<file path="config.mk">
export PLATFORM = sky130hd
export DESIGN_NAME = instruction_fetch_queue
export DESIGN_NICKNAME = d
export VERILOG_FILES = /design/src/rtl/instruction_fetch_queue.sv
export SDC_FILE = /design/constraint.sdc
export NUM_CORES = 1
export LEC_CHECK = 0
export ABC_AREA = 1
export CAP_MARGIN = 20
export CELL_PAD_IN_SITES_DETAIL_PLACEMENT = 2
export CELL_PAD_IN_SITES_GLOBAL_PLACEMENT = 2
export CORE_MARGIN = 2
export CORE_UTILIZATION = 39
export DETAILED_ROUTE_END_ITERATION = 6
export HOLD_SLACK_MARGIN = 0.15
export PLACE_DENSITY_LB_ADDON = 0.1
export SYNTH_ARGS = -nofsm -noshare
export SYNTH_HDL_FRONTEND = slang
export SYNTH_SLANG_ARGS = --single-unit
export TNS_END_PERCENT = 1
</file>
<file path="constraint.sdc">
create_clock -name clk -period 7.35 [get_ports clk]
set_input_delay 2.205 -clock clk [delete_from_list [all_inputs] [get_ports clk]]
set_output_delay 2.205 -clock clk [all_outputs]
set_load 0.1 [all_outputs]
</file>
<file path="src/rtl/instruction_fetch_queue.sv">
// Instruction fetch stage with a prefetch queue between PC generation and IF/ID.
// Fetch keeps running while decode stalls; a branch flushes the queue and cancels any in-flight read.
module instruction_fetch_queue #(
  parameter int                    ADDR_WIDTH  = 32,
  parameter int                    DATA_WIDTH  = 32,
  parameter int                    PC_STEP     = 4,
  parameter int                    QUEUE_DEPTH = 4,
  parameter logic [ADDR_WIDTH-1:0] RESET_PC    = '0
) (
  input  logic                               clk,
  input  logic                               resetN,
  input  logic                               pcWrite,
  input  logic                               ifIdWrite,
  input  logic                               branch,
  input  logic [ADDR_WIDTH-1:0]              branchProgramCounter,
  output logic                               imemReq,
  output logic [ADDR_WIDTH-1:0]              imemAddr,
  input  logic [DATA_WIDTH-1:0]              imemData,
  output logic [ADDR_WIDTH-1:0]              programCounterOut,
  output logic [DATA_WIDTH-1:0]              instruction,
  output logic                               instrValid,
  output logic [$clog2(QUEUE_DEPTH+1)-1:0]   queueCount
);

  localparam int CW = $clog2(QUEUE_DEPTH + 1);
  localparam int PW = $clog2(QUEUE_DEPTH);
  localparam logic [ADDR_WIDTH-1:0] STEP = ADDR_WIDTH'(PC_STEP);

  logic [ADDR_WIDTH-1:0] fetch_pc_q, fetch_pc_d;
  logic                  inflight_q, inflight_d;
  logic [ADDR_WIDTH-1:0] inflight_pc_q, inflight_pc_d;
  logic [PW-1:0]         head_q, head_d, tail_q, tail_d;
  logic [CW-1:0]         count_q, count_d;
  logic [ADDR_WIDTH-1:0] pc_out_q, pc_out_d;
  logic [DATA_WIDTH-1:0] instr_q, instr_d;
  logic                  valid_q, valid_d;

  logic [ADDR_WIDTH-1:0] q_pc_mem   [QUEUE_DEPTH];
  logic [DATA_WIDTH-1:0] q_data_mem [QUEUE_DEPTH];

  logic room, issue, ret_valid, q_empty, pop, bypass, push;

  function automatic logic [PW-1:0] ptr_inc(input logic [PW-1:0] p);
    return (p == PW'(QUEUE_DEPTH - 1)) ? '0 : p + 1'b1;
  endfunction

  // The outstanding request already owns a slot, so it counts against room.
  assign room      = ({1'b0, count_q} + (CW+1)'(inflight_q)) < (CW+1)'(QUEUE_DEPTH);
  assign issue     = resetN & pcWrite & (branch | room);
  assign ret_valid = inflight_q & ~branch;
  assign q_empty   = (count_q == '0);
  assign pop       = ifIdWrite & ~branch & ~q_empty;
  assign bypass    = ifIdWrite & ~branch & q_empty & ret_valid;
  assign push      = ret_valid & ~bypass;

  assign imemReq  = issue;
  assign imemAddr = branch ? branchProgramCounter : fetch_pc_q;

  always_comb begin
    fetch_pc_d    = fetch_pc_q;
    inflight_d    = issue;
    inflight_pc_d = inflight_pc_q;
    if (issue)
      inflight_pc_d = imemAddr;
    if (branch)
      fetch_pc_d = pcWrite ? branchProgramCounter + STEP : branchProgramCounter;
    else if (issue)
      fetch_pc_d = fetch_pc_q + STEP;
  end

  always_comb begin
    head_d  = head_q;
    tail_d  = tail_q;
    count_d = count_q;
    if (branch) begin
      head_d  = '0;
      tail_d  = '0;
      count_d = '0;
    end else begin
      if (push) tail_d = ptr_inc(tail_q);
      if (pop)  head_d = ptr_inc(head_q);
      case ({push, pop})
        2'b10:   count_d = count_q + 1'b1;
        2'b01:   count_d = count_q - 1'b1;
        default: count_d = count_q;
      endcase
    end
  end

  // Bypass only when the queue is empty keeps IF/ID in program order.
  always_comb begin
    pc_out_d = pc_out_q;
    instr_d  = instr_q;
    valid_d  = valid_q;
    if (branch) begin
      valid_d = 1'b0;
    end else if (ifIdWrite) begin
      if (!q_empty) begin
        pc_out_d = q_pc_mem[head_q];
        instr_d  = q_data_mem[head_q];
        valid_d  = 1'b1;
      end else if (ret_valid) begin
        pc_out_d = inflight_pc_q;
        instr_d  = imemData;
        valid_d  = 1'b1;
      end else begin
        valid_d = 1'b0;
      end
    end
  end

  always_ff @(posedge clk or negedge resetN) begin
    if (!resetN) begin
      fetch_pc_q    <= RESET_PC;
      inflight_q    <= 1'b0;
      inflight_pc_q <= '0;
      head_q        <= '0;
      tail_q        <= '0;
      count_q       <= '0;
      pc_out_q      <= '0;
      instr_q       <= '0;
      valid_q       <= 1'b0;
    end else begin
      fetch_pc_q    <= fetch_pc_d;
      inflight_q    <= inflight_d;
      inflight_pc_q <= inflight_pc_d;
      head_q        <= head_d;
      tail_q        <= tail_d;
      count_q       <= count_d;
      pc_out_q      <= pc_out_d;
      instr_q       <= instr_d;
      valid_q       <= valid_d;
    end
  end

  always_ff @(posedge clk) begin
    if (push) begin
      q_pc_mem[tail_q]   <= inflight_pc_q;
      q_data_mem[tail_q] <= imemData;
    end
  end

  assign programCounterOut = pc_out_q;
  assign instruction       = instr_q;
  assign instrValid        = valid_q;
  assign queueCount        = count_q;

endmodule

</file>
==> flow_metrics.py <==
metrics = {
    "run_status": {
        "status": "complete, no violations",
    },
    "sta": {
        "final.setup.worst_slack_ps": 1540,
        "setup-violations-final": 0,
        "relSlewSlack": 0.240,
        "worst_slew_pin_slew_ps": 1140,
        "finalCritPeriodShare": 0.791,
        "slew_viol_final": 0,
        "skew_ps": 23.2,
        "setup_tns_ps": 0,
        "fmax_mhz": 172,
        "timing.hold.ws_ps": 484,
        "rsz0062_at_grt": "false",
        "period_needed_ps": 5810,
        "hold_viol_final": 0,
    },
    "power": {
        "ir_drop_v": 0.000312,
        "pwr-share-seq": 0.344,
        "p_sw_frac": 0.456,
        "p_total_w": 0.00866,
        "power_density_nw_per_um2": 409,
        "p_int_w": 0.00471,
        "p_clk_frac": 0.248,
        "power.share.combinational": 0.408,
        "cellLeakagePower_nw": 8.25,
        "p_switching_w": 0.00395,
    },
    "cts": {
        "cts_buffers": 43,
        "root_buffer": "clkbuf_16",
        "cts-resized-gates": 0,
        "cts.clk_slew.worst_paths_ps": 60,
        "cts.sink_count": 393,
        "htree_num_levels": 2,
        "clock_latency_ps": 580,
        "cts.hold.buffers_added": 0,
        "post-cts-setup-buffer-count": 0,
        "cts_tree": "built",
        "clk_path_buf_depth": 3,
    },
    "floorplan": {
        "die_w_um": 217,
        "die_h_um": 217,
        "start_util": 0.392,
        "dieArea_um2": 47100,
        "coreArea_um2": 45100,
        "rows": 78,
        "io_pins": 170,
    },
    "yosys": {
        "synth_flop_cell": "edfxtp_1",
        "avgSynthCellArea_um2": 9.75,
        "synth-seq-area-share": 0.628,
        "synth-seq-cells": 393,
        "syn-cell-area_um2": 17700,
        "synth-async-reset-ratio": 0.349,
        "synth.distinct_cells": 41,
        "syn_nets": 1890,
        "syn_inst": 1814,
        "yosysWarnings": 0,
        "synth-edff-count": 256,
    },
    "final_layout": {
        "finish.utilization": 0.469,
        "nets": 2031,
        "final_common_cell": "nand2_1",
        "final_cell_mix": "372 x nand2_1, 256 x edfxtp_1, 250 x nor2_1",
        "drive_gt1_frac": 0.0894,
        "synthToLayoutAreaGrowth_pct": 19.6,
        "diodes": 0,
    },
    "global_route": {
        "grt_max_degree": 111,
        "grt_pass1_wl_um": 94900,
        "overflow": 0,
        "antenna_found_initial": 0,
        "track_usage": 0.264,
        "grt_pass1_vias": 15700,
    },
    "placement": {
        "dp_slack_ps": 1500,
        "hpwl_um": 39500,
        "gp_congestion": 0.855,
        "io_buffers": 169,
    },
    "critical_path": {
        "cp_slowest_cell": "buf_4",
        "end_kind": "primary output",
        "required_ps": 5140,
        "r2r_cells": 11,
        "startpoint_type": "input pin",
        "worst-setup-path-type": "input pin to primary output",
        "crit_arrival_ps": 3610,
        "critical-path-max-stage-delay_ps": 510,
        "path_cells": "buf_2 -> buf_4 -> nand2_1 -> o21ai_0 -> buf_4",
        "r2r_end": "queueCount[2]$_DFFE_PN0P_",
        "cp_common_cell": "buf_4",
        "path_max_fanout": 69,
        "r2r_start": "queueCount[0]$_DFFE_PN0P_",
        "r2r_slack_ps": 3820,
    },
    "drt": {
        "antenna_left": 0,
        "route.detailed.drc": 0,
        "postRouteWirelength_um": 61700,
        "via_per_inst": 5.43,
        "wl_per_cell_um": 23.8,
        "num_vias": 14100,
        "drt_iter0_markers": 833,
        "firstDrtPassIters": 5,
    },
    "worst_hold_path": {
        "hp-start": "fetch_pc_q[1]$_DFFE_PN0P_",
        "whs_endpoint": "fetch_pc_q[1]$_DFFE_PN0P_",
        "hold_class": "register to register",
        "hold_depth": 2,
    },
    "run": {
        "drv_cap": 0,
    },
}
## stage by stage
step | instance area (µm²) | cells
finish | 21200 | 2590
global route | 21200 | 2590
CTS | 21100 | 2589
detailed placement | 19700 | 2509
global placement | 19700 | 2509
floorplan | 17700 | 1814
## Yosys cell counts, types with 2 or more instances
master    number  area [µm²]
nand2_1      372        1400
nand2_2       11        68.8
nand3b_1       2        15.0
nor2_4         8        90.1
edfxtp_1     256        7690
inv_2          8        30.0
nor2_1       254         953
buf_2         33         165
o21ai_0      196         981
nand4_1        9        56.3
nand3_1       68         340
o211ai_1       3        22.5
ha_1           6        75.1
clkbuf_1      34         128
buf_4         13        97.6
o21ai_1       47         235
inv_1        112         420
o22ai_1       67         419
buf_6          9         101
a31oi_1        4        25.0
nor2_2        12        75.1
xor2_1         7        61.3
a21oi_1      114         571
xnor2_1        4        35.0
buf_1          6        22.5
nor3_1         7        35.0
dfrtp_1      137        3430
nand2_4        2        22.5
## metal layers
layer | track usage | part of all wire | vias to the layer above
li1 | - | - | 6469
met4 | 0.0715 | 0.024 | 0
met3 | 0.0324 | 0.032 | 83
met2 | 0.471 | 0.51 | 265
met1 | 0.338 | 0.43 | 7250
met5 | 0 | 0 | -
## area by class of cell
class | count | area (µm²)
Clock inverter | 24 | 211
Tap cell | 600 | 751
Multi-Input combinational cell | 1206 | 5640
Sequential cell | 393 | 11100
Fill cell | 4783 | 23900
Timing Repair Buffer | 191 | 1800
Clock buffer | 56 | 1180
Inverter | 120 | 454
## registers in the layout, indices dropped and copies added (netlist names), 2 cells and up
| register | cells |
|---|---|
| q_data_mem | 128 |
| q_pc_mem | 128 |
| fetch_pc_q | 32 |
| inflight_pc_q | 32 |
| instruction | 32 |
| programCounterOut | 32 |
| queueCount | 3 |
| head_q | 2 |
| tail_q | 2 |
## logic make-up after synthesis
kind of cell	count (synthesis)	share of synthesized area
fa+ha+maj	7	0.00538
xor+xnor	11	0.00545
buf+inv	215	0.0545
simple gates	748	0.174
flops	393	0.628
compound gates	440	0.132
## worst max-delay path: cells and delay by family
| kind | cells | cell delay [ps] |
|---|---|---|
| AND/OR/NAND/NOR | 1 | 210 |
| AO/OA/AOI/OAI | 1 | 200 |
| buffers and inverters | 3 | 970 |
## power groups by stage
stage / logic (W) / registers (W) / clock network, W
final: 0.00353 / 0.00298 / 0.00215
after global routing: 0.00375 / 0.00302 / 0.00227
after CTS: 0.00355 / 0.00298 / 0.00219
after detailed placement: 0.00351 / 0.00302 / 0
after global placement: 0.00341 / 0.00299 / 0
after floorplan: 0.00127 / 0.00421 / 0
## worst max-delay path by stage
stage	from	to	slack (ps)	cells past startpoint
5_1_grt	branch	imemAddr[26]	1390	5
2_1_floorplan	branch	imemAddr[11]	400	4
6_report	branch	imemAddr[26]	1540	5
3_3_place_gp	branch	imemAddr[26]	1530	5
3_5_place_dp	branch	imemAddr[26]	1500	5
4_1_cts	branch	imemAddr[26]	1500	5
No activity file was read; power rests on OpenSTA's default activity.
